<file path="src/rtl/mem_sequencer.sv">
// rtl/mem_sequencer.sv - core-to-memory access sequencer with optional address-phase reuse
module mem_sequencer #(
    parameter int ADDR_REUSE = 1
) (
    input  logic       i_clk,
    input  logic       i_nrst,
    input  logic       i_reqValid,
    output logic       o_reqReady,
    input  logic [1:0] i_reqType,
    input  logic [7:0] i_reqAddr,
    input  logic [7:0] i_reqWData,
    input  logic       i_invalidate,
    output logic       o_rspValid,
    output logic [7:0] o_rspData,
    output logic [7:0] o_address,
    output logic       o_addressEn,
    output logic [7:0] o_writeData,
    output logic       o_writeEn,
    output logic       o_readDataSelect,
    output logic       o_immediateSelect,
    output logic       o_outEnable,
    input  logic [7:0] i_readData
);

    typedef enum logic [1:0] {
        IDLE   = 2'd0,
        ADDR   = 2'd1,
        ACCESS = 2'd2
    } state_t;

    state_t     state, nextState;
    logic [1:0] r_type;
    logic [7:0] r_wdata;
    logic [7:0] r_lastAddr;
    logic       r_addrValid;
    logic       accept;
    logic       reuseHit;
    logic [1:0] accType;
    logic [7:0] accData;

    // Next-state, handshake and strobe decode; strobes are combinational so reset drops them at once
    always_comb begin
        nextState   = state;
        o_reqReady  = 1'b0;
        o_addressEn = 1'b0;
        o_outEnable = 1'b0;
        o_writeEn   = 1'b0;
        accept      = 1'b0;
        reuseHit    = (ADDR_REUSE != 0) && r_addrValid && (i_reqAddr == r_lastAddr);
        // Entering ACCESS straight from IDLE means the request is on the inputs, not yet registered
        accType     = (state == IDLE) ? i_reqType : r_type;
        accData     = (state == IDLE) ? i_reqWData : r_wdata;
        case (state)
            IDLE: begin
                o_reqReady = 1'b1;
                if (i_reqValid) begin
                    accept    = 1'b1;
                    nextState = reuseHit ? ACCESS : ADDR;
                end
            end
            ADDR: begin
                o_addressEn = 1'b1;
                nextState   = ACCESS;
            end
            ACCESS: begin
                o_writeEn   = (r_type == 2'b11);
                o_outEnable = (r_type != 2'b11);
                nextState   = IDLE;
            end
            default: nextState = IDLE;
        endcase
    end

    // State register
    always_ff @(posedge i_clk or negedge i_nrst) begin
        if (!i_nrst) begin
            state <= IDLE;
        end else begin
            state <= nextState;
        end
    end

    // Request capture; o_address doubles as the registered address since it only moves on acceptance
    always_ff @(posedge i_clk or negedge i_nrst) begin
        if (!i_nrst) begin
            r_type    <= 2'b00;
            r_wdata   <= 8'h00;
            o_address <= 8'h00;
        end else if (accept) begin
            r_type    <= i_reqType;
            r_wdata   <= i_reqWData;
            o_address <= i_reqAddr;
        end
    end

    // Address-reuse tracking; the immediate bit is deliberately not part of the tag
    always_ff @(posedge i_clk or negedge i_nrst) begin
        if (!i_nrst) begin
            r_lastAddr  <= 8'h00;
            r_addrValid <= 1'b0;
        end else begin
            if (state == ADDR) begin
                r_lastAddr <= o_address;
            end
            if (i_invalidate) begin
                r_addrValid <= 1'b0;
            end else if (state == ADDR) begin
                r_addrValid <= 1'b1;
            end
        end
    end

    // Access-phase selects and write data load on entry to ACCESS and hold afterwards
    always_ff @(posedge i_clk or negedge i_nrst) begin
        if (!i_nrst) begin
            o_readDataSelect  <= 1'b0;
            o_immediateSelect <= 1'b0;
            o_writeData       <= 8'h00;
            o_rspData         <= 8'h00;
        end else if (nextState == ACCESS) begin
            o_readDataSelect  <= accType[1];
            o_immediateSelect <= (accType == 2'b01);
            if (accType == 2'b11) begin
                o_writeData <= accData;
                o_rspData   <= 8'h00;
            end
        end else if (state == ACCESS && r_type != 2'b11) begin
            o_rspData <= i_readData;
        end
    end

    // Response strobe covers exactly the first IDLE cycle after ACCESS
    always_ff @(posedge i_clk or negedge i_nrst) begin
        if (!i_nrst) begin
            o_rspValid <= 1'b0;
        end else begin
            o_rspValid <= (state == ACCESS);
        end
    end

endmodule

</file>
<file path="config.mk">
export PLATFORM = sky130hd
export DESIGN_NAME = mem_sequencer
export DESIGN_NICKNAME = d
export VERILOG_FILES = /design/src/rtl/mem_sequencer.sv
export SDC_FILE = /design/constraint.sdc
export NUM_CORES = 1
export LEC_CHECK = 0
export CORE_UTILIZATION = 50
export DETAILED_ROUTE_END_ITERATION = 10
export PLACE_DENSITY = 0.84
export SLEW_MARGIN = 25
export SYNTH_ARGS = -nofsm -noshare
export SYNTH_HDL_FRONTEND = slang
export SYNTH_SLANG_ARGS = --single-unit
export TNS_END_PERCENT = 10
</file>
<file path="constraint.sdc">
create_clock -name i_clk -period 3.8 [get_ports i_clk]
set_clock_uncertainty 0.2 [all_clocks]
set_input_delay 0.95 -clock i_clk [delete_from_list [all_inputs] [get_ports i_clk]]
set_output_delay 0.95 -clock i_clk [all_outputs]
set_load 0.05 [all_outputs]
</file>
==> flow_summary.ini, run 1 <==
[clocking]
clkTransAtPathRegs_ns = 0.08
cts_resized = 0
cts_hold_buf = 0
cts_tree = built
worstSkewPairLatency_ns = 0.30
root_buffer = clkbuf_8
cts_made_buffers = 5
cts-htree-levels = 2
cts.sink_count = 48
cts_setup_buffers = 0
clock_path_buffers = 2

[route]
ant_nets = 0
wl_per_cell_um = 15.60
drt_iter0_drc = 95
avgViaCountPerCell = 5.310
drc = 0
wl_um = 4525
dr.pass1.iters = 4
num_vias = 1540

[critical_path]
worstPathRequired_ns = 2.65
cp.arrival_ns = 2.05
crit_path_end_kind = output pin
critPathMaxFanout = 10
startpoint_type = register
worst-setup-path-type = reg -> out

[yosys]
synth_largest_area_cell = dfrtp_1
syn_nets = 207
yosys.area_share.adder = 0
syn_area_per_cell_sq_um = 11.54
synth_top_area_frac = 0.5882
ys_types = 26
synthCells = 177
synthTopCellsByCount = 53 x nand2_1, 48 x dfrtp_1, 27 x mux2_2
ys_seq_area_frac = 0.5882
yosys.cell_count.top_type = nand2_1
muxShareOfSynthArea = 0.1489
ys.flop_type = dfrtp_1
synth_edf_count = 0
synth_xor_area_frac = 0.03002
synthTopCellsByArea = dfrtp_1 59%, mux2_2 15%, nand2_1 9.7%
ys_warn_count = 0
syn-cell-area_sq_um = 2042
synthSimpleGateAreaFrac = 0.1428
synth_seq_cells = 48
synth_top_family_by_area = multiplexers
synth-async-reset-ratio = 1.000
synth_compound_area_frac = 0.07047

[sta]
finalCriticalPeriod_ns = 3.198
tns_ns = 0
slew_headroom = 0.6080
worst_pin_slew_ns = 0.5868
fmax_mhz = 312.7
rsz0062_at_grt = no
setup_viol = 0
whs_ns = 0.2862
min_period_over_period = 0.8415
report.final.slew_viol_count = 0
hold_viol = 0

[floorplanning]
die-height_um = 65.91
core_sq_um = 3799
rows = 22
dieArea_sq_um = 4343
start_util = 0.5375
floorplan.io_pins = 61
die_x_um = 65.91

[global_route]
grt_max_degree = 49
grt_pass1_wl_um = 7610
antenna_found_initial = 0
grt_overflow = 0
grt_use_total = 0.2388
grt_pass1_vias = 1601

[layout]
drive_gt1_frac = 0.1736
fin_nets = 271
area.growth.synth_to_final_pct = 36.89
fillerInstances = 266
finalNonFillerCells = 290
stdcell_area_sq_um = 2795
antennaDiodeCount = 0
utilization = 0.7358

[placement]
placed_area_sq_um = 2703
dp_hpwl_um = 3132
io_buffers = 60
gp_congestion = 0.7388
dp.cells = 282

[flow_run]
max-cap-violations = 0

[pwr]
ir_worst_vdd_v = 0.0003993
p_per_area_nw_per_um2 = 794.3
p_leak_nw = 1.257

[worst_hold_path]
hp-class = reg -> reg

[run_status]
run_status = finished, final reports clean
==> worst max-delay path, cell delays in order, from the launching register on <==
cell             delay (ns)
dfrtp_1                0.39
nor2b_1                0.20
a21boi_2               0.17
buf_4                  0.17
clkdlybuf4s50_1        0.81
==> sequential cells by signal, summed over array words and instances (netlist names) <==
name / flops
o_address: 8
o_rspData: 8
o_writeData: 8
r_lastAddr: 8
r_wdata: 8
r_type: 2
state: 2
o_immediateSelect: 1
o_readDataSelect: 1
o_rspValid: 1
r_addrValid: 1
==> final cells by class <==
class,instances,area [sq um],area share
timing repair buffer,65,635.6,0.2274
clock buffer,8,90.09,0.03223
sequential,48,1201,0.4297
tap,48,60.06,0.02149
multi-input combinational,119,800.8,0.2865
inverter,2,7.507,0.002686
==> layer usage <==
| layer | track usage | vias to the layer above | part of all wire |
|---|---|---|---|
| li1 | - | 725 | - |
| met2 | 0.4018 | 53 | 0.52 |
| met4 | 0.1033 | 0 | 0.024 |
| met1 | 0.2909 | 751 | 0.41 |
| met3 | 0.05517 | 11 | 0.050 |
| met5 | 0 | - | 0 |
==> stage by stage <==
| step | worst slack (ns) | power [W] |
|---|---|---|
| final | 0.6021 | 0.002220 |
| after global routing | 0.4778 | 0.002331 |
| after CTS | 0.5959 | 0.002239 |
| after detailed placement | 0.5178 | 0.001925 |
| after global placement | 0.5521 | 0.001897 |
| after floorplan | 1.208 | 0.001540 |
==> final timing paths <==
path | endpoint | slack, ns | cells past startpoint | from
setup / recovery | o_outEnable | 0.60 | 4 | state[1]$_DFF_PN0_
hold / removal | r_wdata[4]$_DFFE_PN0P_ | 0.29 | 2 | r_wdata[4]$_DFFE_PN0P_
setup reg to reg | o_readDataSelect$_DFFE_PN0N_ | 1.54 | 5 | r_lastAddr[0]$_DFFE_PN0P_
hold reg to reg | r_wdata[4]$_DFFE_PN0P_ | 0.29 | 2 | r_wdata[4]$_DFFE_PN0P_
max in group asynchronous | o_writeData[3]$_DFFE_PN0P_ | 2.57 | 1 | i_nrst
min in group asynchronous | o_writeData[1]$_DFFE_PN0P_ | 0.45 | 1 | i_nrst
==> where the power goes <==
part	internal, W	switching, W
combinational	0.000425	0.000663
sequential	0.000703	0.000126
clock	0.000148	0.000154
total	0.00128	0.000944
==> cells by family (layout without fill, tap and decap cells) <==
family / after synthesis / after routing
AOI/OAI and AO/OA: 15 / 15
DFF: 48 / 48
xor gates and xnor gates: 7 / 7
muxes: 27 / 27
and+or+nand+nor: 70 / 70
buffers and inverters: 10 / 75
==> cells in the final DEF (no fill, tap or decap) <==
master           Yosys  routed
nand2_1             53      53
o2111ai_1            1       1
clkdlybuf4s50_1      0      59
nand2b_1             1       1
clkbuf_1             3       2
nor2b_1              3       3
mux2_2              27      27
a21oi_1              1       1
nor3_1               1       1
nand3_1              3       3
or3_1                1       1
nor2_2               1       1
buf_4                0       6
nand3b_1             1       1
o21ai_0              2       2
and2_1               1       1
clkbuf_8             0       6
nor2_1               4       4
dfrtp_1             48      48
a32o_1               8       8
xor2_1               4       4
xnor2_1              3       3
o31ai_4              1       1
and3_1               1       1
a21boi_2             1       1
o31ai_1              1       1
inv_1                2       2
Note: power is estimated with default switching activity, not from simulation.
==> run 2, diff against run 1 <==
--- a/config.mk
+++ b/config.mk
@@ -5,9 +5,9 @@
 export SDC_FILE = /design/constraint.sdc
 export NUM_CORES = 1
 export LEC_CHECK = 0
-export CORE_UTILIZATION = 50
+export CORE_UTILIZATION = 46
 export DETAILED_ROUTE_END_ITERATION = 10
-export PLACE_DENSITY = 0.84
+export PLACE_DENSITY = 0.78
 export SLEW_MARGIN = 25
 export SYNTH_ARGS = -nofsm -noshare
 export SYNTH_HDL_FRONTEND = slang
==> constraint.sdc (replaced) <==
create_clock -name i_clk -period 3 [get_ports i_clk]
set_clock_uncertainty 0.2 [all_clocks]
set_input_delay 0.75 -clock i_clk [delete_from_list [all_inputs] [get_ports i_clk]]
set_output_delay 0.75 -clock i_clk [all_outputs]
set_load 0.05 [all_outputs]
==> flow_summary.ini, run 2 (synthesis gave the netlist of run 1 again) <==
[run_status]
run_status = finished, final reports clean

[floorplanning]
start_util = 0.4928
die-height_um = 68.63
floorplan.io_pins = 61
core_sq_um = 4144
dieArea_sq_um = 4709
rows = 23
die_x_um = 68.63

[sta]
setup_viol = 0
worst_pin_slew_ns = 0.5673
hold_viol = 0
finalCriticalPeriod_ns = 2.861
slew_headroom = 0.6210
min_period_over_period = 0.9538
tns_ns = 0
report.final.slew_viol_count = 0
rsz0062_at_grt = no
fmax_mhz = 349.5

[critical_path]
rr_endpoint = o_rspData[3]$_DFFE_PN0P_
startpoint_type = register
worstPathRequired_ns = 2.05
worstRegToRegCells = 5
crit_path_end_kind = output pin
critPathMaxFanout = 3
cp.arrival_ns = 1.91
rr_startpoint = r_lastAddr[0]$_DFFE_PN0P_
rrSetupSlack_ns = 0.77
worst-setup-path-type = reg -> out

[layout]
antennaDiodeCount = 0
drive_gt1_frac = 0.2073
fin_nets = 275
area.growth.synth_to_final_pct = 40.75
final_common_cell = clkdlybuf4s50_1
finalNonFillerCells = 296
final_cell_mix = 56 x clkdlybuf4s50_1, 53 x nand2_1, 48 x dfrtp_1
utilization = 0.6935

[pwr]
switchingPower_w = 0.001198
p_leak_nw = 1.303
p_sw_frac = 0.4121
ir_worst_vdd_v = 0.0005804
p_int_w = 0.001710
clockPowerShare = 0.166
total_power_w = 0.002908
comb_power_share = 0.476
p_per_area_nw_per_um2 = 1012
seq_power_share = 0.358

[clocking]
cts.sink_count = 48
worstSkewPairLatency_ns = 0.30
cts_hold_buf = 0
cts_tree = built
cts_setup_buffers = 0
cts-htree-levels = 2
root_buffer = clkbuf_8
clkTransAtPathRegs_ns = 0.09
cts_made_buffers = 5
clock_path_buffers = 2
cts_resized = 0

[global_route]
grt_pass1_wl_um = 6734
grt_pass1_vias = 1455
grt_use_total = 0.1994
grt_max_degree = 21
antenna_found_initial = 0
grt_overflow = 0

[placement]
io_buffers = 60
dp_hpwl_um = 3037
gp_congestion = 0.7291
dp.cells = 288

[route]
drt_iter0_drc = 152
ant_nets = 0
wl_per_cell_um = 14.60
dr.pass1.iters = 4
drc = 0
wl_um = 4321
num_vias = 1501
avgViaCountPerCell = 5.071

[flow_run]
max-cap-violations = 0

[worst_hold_path]
hp-class = in -> async
==> run 2: cell types whose count changed in the layout (fill, tap and decap cells not counted), sizes merged <==
| cell | before | now |
|---|---|---|
| buf | 6 | 13 |
| clkdlybuf4s50 | 59 | 56 |
| clkbuf | 8 | 6 |
| clkinv | 0 | 1 |
| bufinv | 0 | 1 |
==> run 2: layout make-up <==
| type | count | area (sq um) |
|---|---|---|
| clock buffer | 6 | 82.58 |
| clock inverter | 2 | 38.79 |
| fill | 321 | 1270 |
| inverter | 2 | 7.507 |
| multi-input combinational | 119 | 800.8 |
| sequential | 48 | 1201 |
| tap | 50 | 62.56 |
| timing repair buffer | 69 | 680.7 |
==> run 2: layer usage <==
metal | vias up | share of wire | GRT usage
met5 | - | 0 | 0
met4 | 0 | 0.011 | 0.07031
met3 | 6 | 0.049 | 0.04441
met2 | 37 | 0.47 | 0.3284
met1 | 725 | 0.47 | 0.2578
li1 | 733 | - | -
==> run 2: how the worst max path moves through the flow <==
stage | start | to | slack (ns)
final | state[1]$_DFF_PN0_ | o_writeEn | 0.14
after detailed placement | i_reqAddr[0] | o_rspData[3]$_DFFE_PN0P_ | -0.02
after floorplan | i_reqAddr[0] | o_writeData[0]$_DFFE_PN0P_ | 0.61
after global routing | state[1]$_DFF_PN0_ | o_writeEn | 0.01
after global placement | i_reqAddr[0] | o_rspData[5]$_DFFE_PN0P_ | 0.04
after CTS | state[1]$_DFF_PN0_ | o_writeEn | 0.11
==> run 2: worst max-delay path, stage by stage, from the launching register on <==
cell,delay (ns)
dfrtp_1,0.38
nor2b_1,0.26
and3_1,0.18
clkdlybuf4s50_1,0.79
==> run 2: power groups by stage <==
| stage | Clock (W) | Sequential [W] | Combinational (W) |
|---|---|---|---|
| after floorplan | 0 | 0.00156 | 0.000390 |
| after global placement | 0 | 0.00104 | 0.00137 |
| after detailed placement | 0 | 0.00105 | 0.00139 |
| after CTS | 0.000492 | 0.00104 | 0.00139 |
| after global routing | 0.000522 | 0.00108 | 0.00146 |
| final | 0.000484 | 0.00104 | 0.00138 |
==> run 2: metrics by stage <==
step | setup slack (ns) | cell area [sq um] | hold slack, ns
6_report | 0.1387 | 2874 | 0.1471
5_1_grt | 0.01036 | 2874 | 0.1571
3_3_place_gp | 0.03635 | 2753 | 0.2534
3_5_place_dp | -0.02443 | 2753 | 0.2633
4_1_cts | 0.1089 | 2874 | 0.1514
2_1_floorplan | 0.6083 | 2042 | 0.2417
